## config.mk

```make
export PLATFORM = sky130hd
export DESIGN_NAME = serial_frame_tx
export DESIGN_NICKNAME = d
export VERILOG_FILES = /design/src/rtl/serial_frame_tx_pkg.sv /design/src/rtl/serial_frame_tx_tick.sv /design/src/rtl/serial_frame_tx.sv
export SDC_FILE = /design/constraint.sdc
export NUM_CORES = 1
export LEC_CHECK = 0
export CAP_MARGIN = 25
export CORE_AREA = 2 2 43 45
export CTS_BUF_LIST = sky130_fd_sc_hd__clkbuf_4 sky130_fd_sc_hd__clkbuf_8 sky130_fd_sc_hd__clkbuf_16
export CTS_CLUSTER_SIZE = 16
export DETAILED_ROUTE_END_ITERATION = 10
export DIE_AREA = 0 0 45 47
export GPL_TIMING_DRIVEN = 0
export PLACE_DENSITY = 0.81
export SYNTH_ARGS = -nofsm -noshare
export SYNTH_HDL_FRONTEND = slang
export SYNTH_SLANG_ARGS = --single-unit
export TNS_END_PERCENT = 10
```

## constraint.sdc

```tcl
create_clock -name clk -period 3.05 [get_ports clk]
set_input_delay 0.915 -clock clk [delete_from_list [all_inputs] [get_ports clk]]
set_output_delay 0.915 -clock clk [all_outputs]
set_load 0.03 [all_outputs]
```

## src/rtl/serial_frame_tx_pkg.sv

```systemverilog
`default_nettype none
// ============================================================================
// Module      : serial_frame_tx_pkg
// Description : Shared state encoding and line-level constants for the
//               serial frame transmitter.
// Revision    : 1.0 - initial release
// ============================================================================
package serial_frame_tx_pkg;

  // Frame phases; the encoding is fixed so state values are stable in debug
  typedef enum logic [1:0] {
    IDLE  = 2'd0,
    START = 2'd1,
    DATA  = 2'd2,
    STOP  = 2'd3
  } state_t;

  // Level the serial line rests at between frames (also the stop-bit level)
  localparam logic LINE_IDLE = 1'b1;

endpackage
`default_nettype wire

```

## src/rtl/serial_frame_tx_tick.sv

```systemverilog
`default_nettype none
// ============================================================================
// Module      : bit_tick_counter
// Description : Counts clocks within one serial bit period and pulses
//               o_tick_done on the last clock of the period.
// Revision    : 1.0 - initial release
// ============================================================================
module bit_tick_counter #(
  parameter int CLKS_PER_BIT = 4
) (
  input  logic clk,
  input  logic reset,
  input  logic i_clear,
  output logic o_tick_done
);

  // One extra bit so the terminal value never wraps, even for powers of two
  localparam int                c_TICK_W    = $clog2(CLKS_PER_BIT) + 1;
  localparam logic [c_TICK_W-1:0] c_TICK_LAST = c_TICK_W'(CLKS_PER_BIT - 1);

  logic [c_TICK_W-1:0] r_tick;

  // With CLKS_PER_BIT=1 the counter sits at zero and the pulse is constant
  assign o_tick_done = (r_tick == c_TICK_LAST);

  // Tick counter: held at zero while cleared, wraps at the end of each bit
  always_ff @(posedge clk) begin
    if (reset || i_clear) begin
      r_tick <= '0;
    end else if (o_tick_done) begin
      r_tick <= '0;
    end else begin
      r_tick <= r_tick + c_TICK_W'(1);
    end
  end

endmodule
`default_nettype wire

```

## src/rtl/serial_frame_tx.sv

```systemverilog
`default_nettype none
// ============================================================================
// Module      : serial_frame_tx
// Description : Valid/ready fed serializer. Emits start bit, DATA_W data bits
//               LSB first and a stop bit, each held CLKS_PER_BIT clocks.
// Revision    : 1.0 - initial release
// ============================================================================
module serial_frame_tx
  import serial_frame_tx_pkg::*;
#(
  parameter int DATA_W       = 8,
  parameter int CLKS_PER_BIT = 4
) (
  input  logic              clk,
  input  logic              reset,
  input  logic [DATA_W-1:0] tx_data,
  input  logic              tx_valid,
  output logic              tx_ready,
  output logic              tx_out,
  output logic              busy
);

  localparam int                 c_CNT_W    = $clog2(DATA_W) + 1;
  localparam logic [c_CNT_W-1:0] c_BIT_LAST = c_CNT_W'(DATA_W - 1);

  state_t              r_state;
  state_t              w_state_nxt;
  logic [DATA_W-1:0]   r_shift;
  logic [DATA_W-1:0]   w_shift_nxt;
  logic [c_CNT_W-1:0]  r_bit_cnt;
  logic [c_CNT_W-1:0]  w_bit_cnt_nxt;
  logic                r_tx_out;
  logic                w_tx_out_nxt;
  logic                w_accept;
  logic                w_tick_clear;
  logic                w_tick_done;

  // Ready and busy are pure state decode; the line itself is registered
  assign tx_ready     = (r_state == IDLE);
  assign busy         = (r_state != IDLE);
  assign tx_out       = r_tx_out;
  assign w_accept     = tx_valid && (r_state == IDLE);
  // Keeping the counter cleared in IDLE makes every START begin at tick 0
  assign w_tick_clear = (r_state == IDLE);

  bit_tick_counter #(
    .CLKS_PER_BIT (CLKS_PER_BIT)
  ) u_tick (
    .clk         (clk),
    .reset       (reset),
    .i_clear     (w_tick_clear),
    .o_tick_done (w_tick_done)
  );

  // Next-state, shift/count update and next line level (decoded from next state)
  always_comb begin
    w_state_nxt   = r_state;
    w_shift_nxt   = r_shift;
    w_bit_cnt_nxt = r_bit_cnt;
    w_tx_out_nxt  = LINE_IDLE;

    unique case (r_state)
      IDLE: begin
        if (w_accept) begin
          w_state_nxt   = START;
          w_shift_nxt   = tx_data;
          w_bit_cnt_nxt = '0;
        end
      end
      START: begin
        if (w_tick_done) begin
          w_state_nxt = DATA;
        end
      end
      DATA: begin
        if (w_tick_done) begin
          w_shift_nxt   = r_shift >> 1;
          w_bit_cnt_nxt = r_bit_cnt + c_CNT_W'(1);
          if (r_bit_cnt == c_BIT_LAST) begin
            w_state_nxt = STOP;
          end
        end
      end
      STOP: begin
        if (w_tick_done) begin
          w_state_nxt = IDLE;
        end
      end
      default: begin
        w_state_nxt = IDLE;
      end
    endcase

    // Registering the level of the state being entered puts the start bit
    // on the line in the first cycle after acceptance
    case (w_state_nxt)
      START:   w_tx_out_nxt = 1'b0;
      DATA:    w_tx_out_nxt = w_shift_nxt[0];
      default: w_tx_out_nxt = LINE_IDLE;
    endcase
  end

  // State, datapath and line register; reset aborts any frame in flight
  always_ff @(posedge clk) begin
    if (reset) begin
      r_state   <= IDLE;
      r_shift   <= '0;
      r_bit_cnt <= '0;
      r_tx_out  <= LINE_IDLE;
    end else begin
      r_state   <= w_state_nxt;
      r_shift   <= w_shift_nxt;
      r_bit_cnt <= w_bit_cnt_nxt;
      r_tx_out  <= w_tx_out_nxt;
    end
  end

endmodule
`default_nettype wire

```

# ---- Word-level counts from Yosys, hierarchy flattened
# Cells that the tools add are included.
dict set report classes {
  addsub 2
  eq_ne 9
  n_mux 13
  reduce_logical 7
}
# operator n
set ops {}
lappend ops {{$mux 8} 2}
lappend ops {{$pmux 8 s2} 1}
lappend ops {{$mux 2} 5}
lappend ops {{$mux 4} 2}
lappend ops {{$pmux 2 s4} 1}
lappend ops {{$pmux 4 s2} 1}
lappend ops {{$eq 2x2->1 const B} 3}
lappend ops {{$add 4x1->4 const B} 1}
lappend ops {{$eq 2x1->1 const B} 2}
lappend ops {{$eq 4x3->1 const B} 1}
lappend ops {{$reduce_bool 2->1} 2}
lappend ops {{$add 3x1->3 const B} 1}
lappend ops {{$eq 3x2->1 const B} 1}
lappend ops {{$reduce_and 3->1} 1}
lappend ops {{$logic_not 2->1} 1}
lappend ops {{$ne 2x1->1 const B} 1}
lappend ops {{$ne 2x2->1 const B} 1}
lappend ops {{$pmux 1 s2} 1}
lappend ops {{$reduce_or 2->1} 1}
lappend ops {{$logic_and 1x1->1} 1}
lappend ops {{$logic_or 1x1->1} 1}
dict set report totals {
  regBits 18
  in_bits 11
  output_inout_bits 3
  wordCells 37
}

# ---- Depth between registers and ports, before layout
# Gate-level depths: netlist of the first run.
dict set report depth {
  word_depth 6
  ltp_mapped 8
  depth_no_buf 6
}

# ---- Modules after synthesis
# From an unflattened synthesis of the first run, not the netlist that was laid out.
dict set report hier_totals {
  cells_unflattened 93
  area_unflattened_um2 872.1
}
# mod n_inst cells_each area_per_inst_um2 seq_area_each_um2
set modules_own_cells {}
lappend modules_own_cells {serial_frame_tx 1 84 755.7 300.3}
lappend modules_own_cells {bit_tick_counter 1 9 116.4 60.1}

# ---- Worst setup path before layout of the first run
# Ideal clock, no wire load.
dict set report synth_path {
  path_type {flip-flop to output port}
  startpoint {register r_state[0]}
  endpoint {output busy}
  arrival_time_ps 1077
  required_ps 2135
  setup_slack_ps 1058
  stages_incl_launch_ff 4
  n_path_buf 1
  path_cell_list {dfxtp_1 buf_4 nor2_2 inv_1}
}
dict set report synth_via {
  elab_chain_len 1
}
# item line_no
set synth_rtl {}
lappend synth_rtl {{start, declared} serial_frame_tx.sv:26} ;# state_t r_state;
lappend synth_rtl {{start signal, assigned} serial_frame_tx.sv:111} ;# r_state <= w_state_nxt;
lappend synth_rtl {{$reduce_bool 2->1} serial_frame_tx.sv:40} ;# assign busy = (r_state != IDLE);
lappend synth_rtl {{end, declared} serial_frame_tx.sv:20} ;# output logic busy
# No other way between the ends.

# ---- Final worst setup path of the first run
dict set report layout_path {
  startpoint {register r_state[0]}
  endpoint {output tx_ready}
}
dict set report layout_via {
  elab_chain_len 1
}
# item line_no
set layout_rtl {}
lappend layout_rtl {{$logic_not 2->1} serial_frame_tx.sv:39} ;# assign tx_ready = (r_state == IDLE);
lappend layout_rtl {{end, declared} serial_frame_tx.sv:18} ;# output logic tx_ready,
# No other way between the ends.

==> results by group, run 1 <==
Timing
  • Hold WS: 0.459 ns
  • Fin crit period: 2.64 ns
  • Slew HR: 0.670
  • Slew Viols, Final: 0
  • Crit share post-route: 0.867
  • Setup TNS: 0 ns
  • # setup viols final: 0
  • RSZ-0062 raised after global routing: false
  • Worst Slack Setup Final: 0.405 ns
  • Slew @ Worst Pin: 0.495 ns
  • Fin. Hold Viols: 0
  • Clk_skew: 0.00429 ns
  • Peak Freq: roughly 0.38 GHz

Route
  • Vias: approximately 740
  • DRC viols: 0
  • Initial DRC Count: 8
  • DRT Wirelength: 1.65 mm
  • Total iterations of the first detailed-routing run: 4
  • DR vias/cell: 5.89
  • Post-route ant nets: 0
  • Wirelength per Cell: 13.1 um

Cells and area
  • Share of cells above drive strength 1: 0.110
  • Final-stage net count: 125
  • Most frequent cells in the layout: 18 x dfxtp_1, 12 x clkdlybuf4s50_1, 10 x nand2_1
  • Design area: 1020 um2
  • Number of antenna diodes: 0
  • Most common cell after layout, fill and taps aside: dfxtp_1
  • Layout area overhead: 21.1%

Min path
  • Hold Crit Class: register to register
  • Hold Path Origin: u_tick.r_tick[0]
  • WHS Path Cells: 1
  • Hold path endpoint: u_tick.r_tick[0]

Global routing
  • First-pass GRT wire length: 2.84 mm
  • Initial antenna violation count: 0
  • Gr ovfl total: 0
  • Largest net degree at the start of global routing: 11
  • GRT Util Overall: 0.187
  • Vias in the first global route: 680

Setup path
  • Worst r2r src: u_tick.r_tick[0]
  • CP Data Required Time: 2.13 ns
  • Reg2reg path depth: 8
  • Kind of critical path: register to primary output
  • Crit. End Element: primary output
  • Critical-path maximum fanout: 10
  • R2R setup slack: 1.37 ns
  • CP arrival: 1.73 ns
  • CP Launch Type: register
  • Worst reg2reg endpoint: r_bit_cnt[3]

Logic synthesis
  • Synthesized flop and latch total: 18
  • Post-synthesis async set-or-reset flop share: 0
  • Post-Synth XOR/XNOR Area: 0.0312
  • Post-synth top flop: dfxtp_1
  • Ys Warns: 0
  • Synth unique cells: 31
  • Post-Synth Adder-Cell Area: 0.0593
  • Post-Synth Simple-Gate Area: 0.228
  • Complex-gate fraction of the synthesized area: 0.181
  • Number of synthesized flops with an enable pin: 0
  • Mapped Cells: 93
  • Post-synth design cell area: 843 um2
  • Synthesized area per cell: roughly 9.1 um2
  • Syn_nets: 108
  • Post-synthesis mux area share: 0
  • Seq/Total Area, Yosys: 0.427
  • Main combinational cell family by area after synthesis: simple AND/OR/NAND/NOR gates

Clock tree
  • CTS tree: yes
  • Clock-pin slew on the worst setup and hold paths: 0.11 ns
  • H-tree lvl count: 1
  • CTS resizes: 0
  • Hold Buf Count CTS: 0
  • CTS Buffer Depth: 2
  • Root Driver: clkbuf_4
  • Skew-Pair Late Insertion Delay: 0.30 ns
  • Setup Fix Bufs, Post-CTS: 0
  • CTS buffer count: 3
  • Sinks on Clock Net: 18

Place
  • Routability congestion estimate from global placement: 0.738
  • Post-DP HPWL: 1.22 mm
  • Post-DP Area: 985 um2
  • Port buffer count: 12
  • Post-Place Worst Slack: between 0.7 and 0.8 ns

Outcome
  • Status: finished, final reports clean

Power
  • Total Power: 0.467 mW
  • Pwr per Cell Area: 458 nW/um2
  • Peak VDD IR: 0.280 mV
  • Pleak: between 0.3 and 0.4 nW

Floorplanning
  • Die height: between 40 and 50 um
  • Total die area: 2120 um2
  • Core Region: 1650 um2
  • # IOs: 14
  • Die width: 45 um
  • # rows: 15
  • Initial Utilization: 0.511

Run
  • Max Cap Viol: 0
per-stage QoR:
step | std cells | utilization
after global routing | 126 | 0.618
after floorplan | 93 | -
after CTS | 126 | 0.618
after detailed placement | 122 | 0.596
after global placement | 122 | 0.596
final | 126 | 0.618
state kept, by name, summed over array words and instances, names as in the netlist:
signal,cells
r_bit_cnt,4
r_shift,8
r_state,2
tx_out,1
u_tick.r_tick,3
critical path, stage by stage, from the launching register on:
cell,delay [ns]
dfxtp_1,0.34
buf_4,0.17
nor2_2,0.21
clkdlybuf4s50_1,0.72
layer usage:
layer | wire (um) | track usage
met4 | 67 | 0.135
met2 | 809 | 0.317
met1 | 704 | 0.220
met5 | 0 | 0
met3 | 66 | 0.0231
logic make-up after synthesis:
| logic type | count (synthesis) |
|---|---|
| buffers and inverters | 11 |
| XOR/XNOR | 3 |
| AND/OR/NAND/NOR | 33 |
| adder cells (fa/ha/maj) | 4 |
| AO/OA/AOI/OAI | 24 |
| flip-flops | 18 |
worst max path at each step:
stage	start	to	slack [ns]	cells after the start
global placement	r_state[0]	tx_ready	0.75	3
global route	r_state[0]	tx_ready	0.33	3
CTS	r_state[0]	tx_ready	0.41	3
detailed placement	r_state[0]	tx_ready	0.74	3
finish	r_state[0]	tx_ready	0.41	3
floorplan	r_state[0]	busy	1.06	3
layout make-up:
cell class	count	area (um2)
Tap cell	17	21.3
Buffer	7	46.3
Sequential cell	18	360
Inverter	4	15.0
Clock buffer	4	36.3
Timing Repair Buffer	12	120
Fill cell	152	631
Multi-Input combinational cell	64	422
power breakdown:
part           total, mW  switching (mW)  internal, mW  leakage, nW
logic             0.0679          0.0344        0.0335        0.231
registers          0.251         0.00524         0.245        0.147
clock network      0.149          0.0759        0.0728       0.0210
cell usage after synthesis, drive strengths merged, types with 2 or more instances:
library cell / n / share of area
nand2: 10 / 0.045
xor2: 3 / 0.031
nor2: 6 / 0.039
ha: 4 / 0.059
nor4: 2 / 0.015
nor3: 3 / 0.018
dfxtp: 18 / 0.43
nor3b: 2 / 0.024
nor2b: 4 / 0.030
and3b: 2 / 0.021
inv: 4 / 0.018
o21ai: 4 / 0.024
a22oi: 6 / 0.053
buf: 6 / 0.050
a21oi: 9 / 0.053
Note: power is estimated with default switching activity, not from simulation.
==> run 2, diff against run 1 <==
--- a/config.mk
+++ b/config.mk
@@ -13,6 +13,8 @@
 export DIE_AREA = 0 0 45 47
 export GPL_TIMING_DRIVEN = 0
 export PLACE_DENSITY = 0.81
+export SKIP_LAST_GASP = 1
+export SLEW_MARGIN = 20
 export SYNTH_ARGS = -nofsm -noshare
 export SYNTH_HDL_FRONTEND = slang
 export SYNTH_SLANG_ARGS = --single-unit
==> results of run 2 <==
The final DEF is identical to that of run 1; final timing and power are the same.
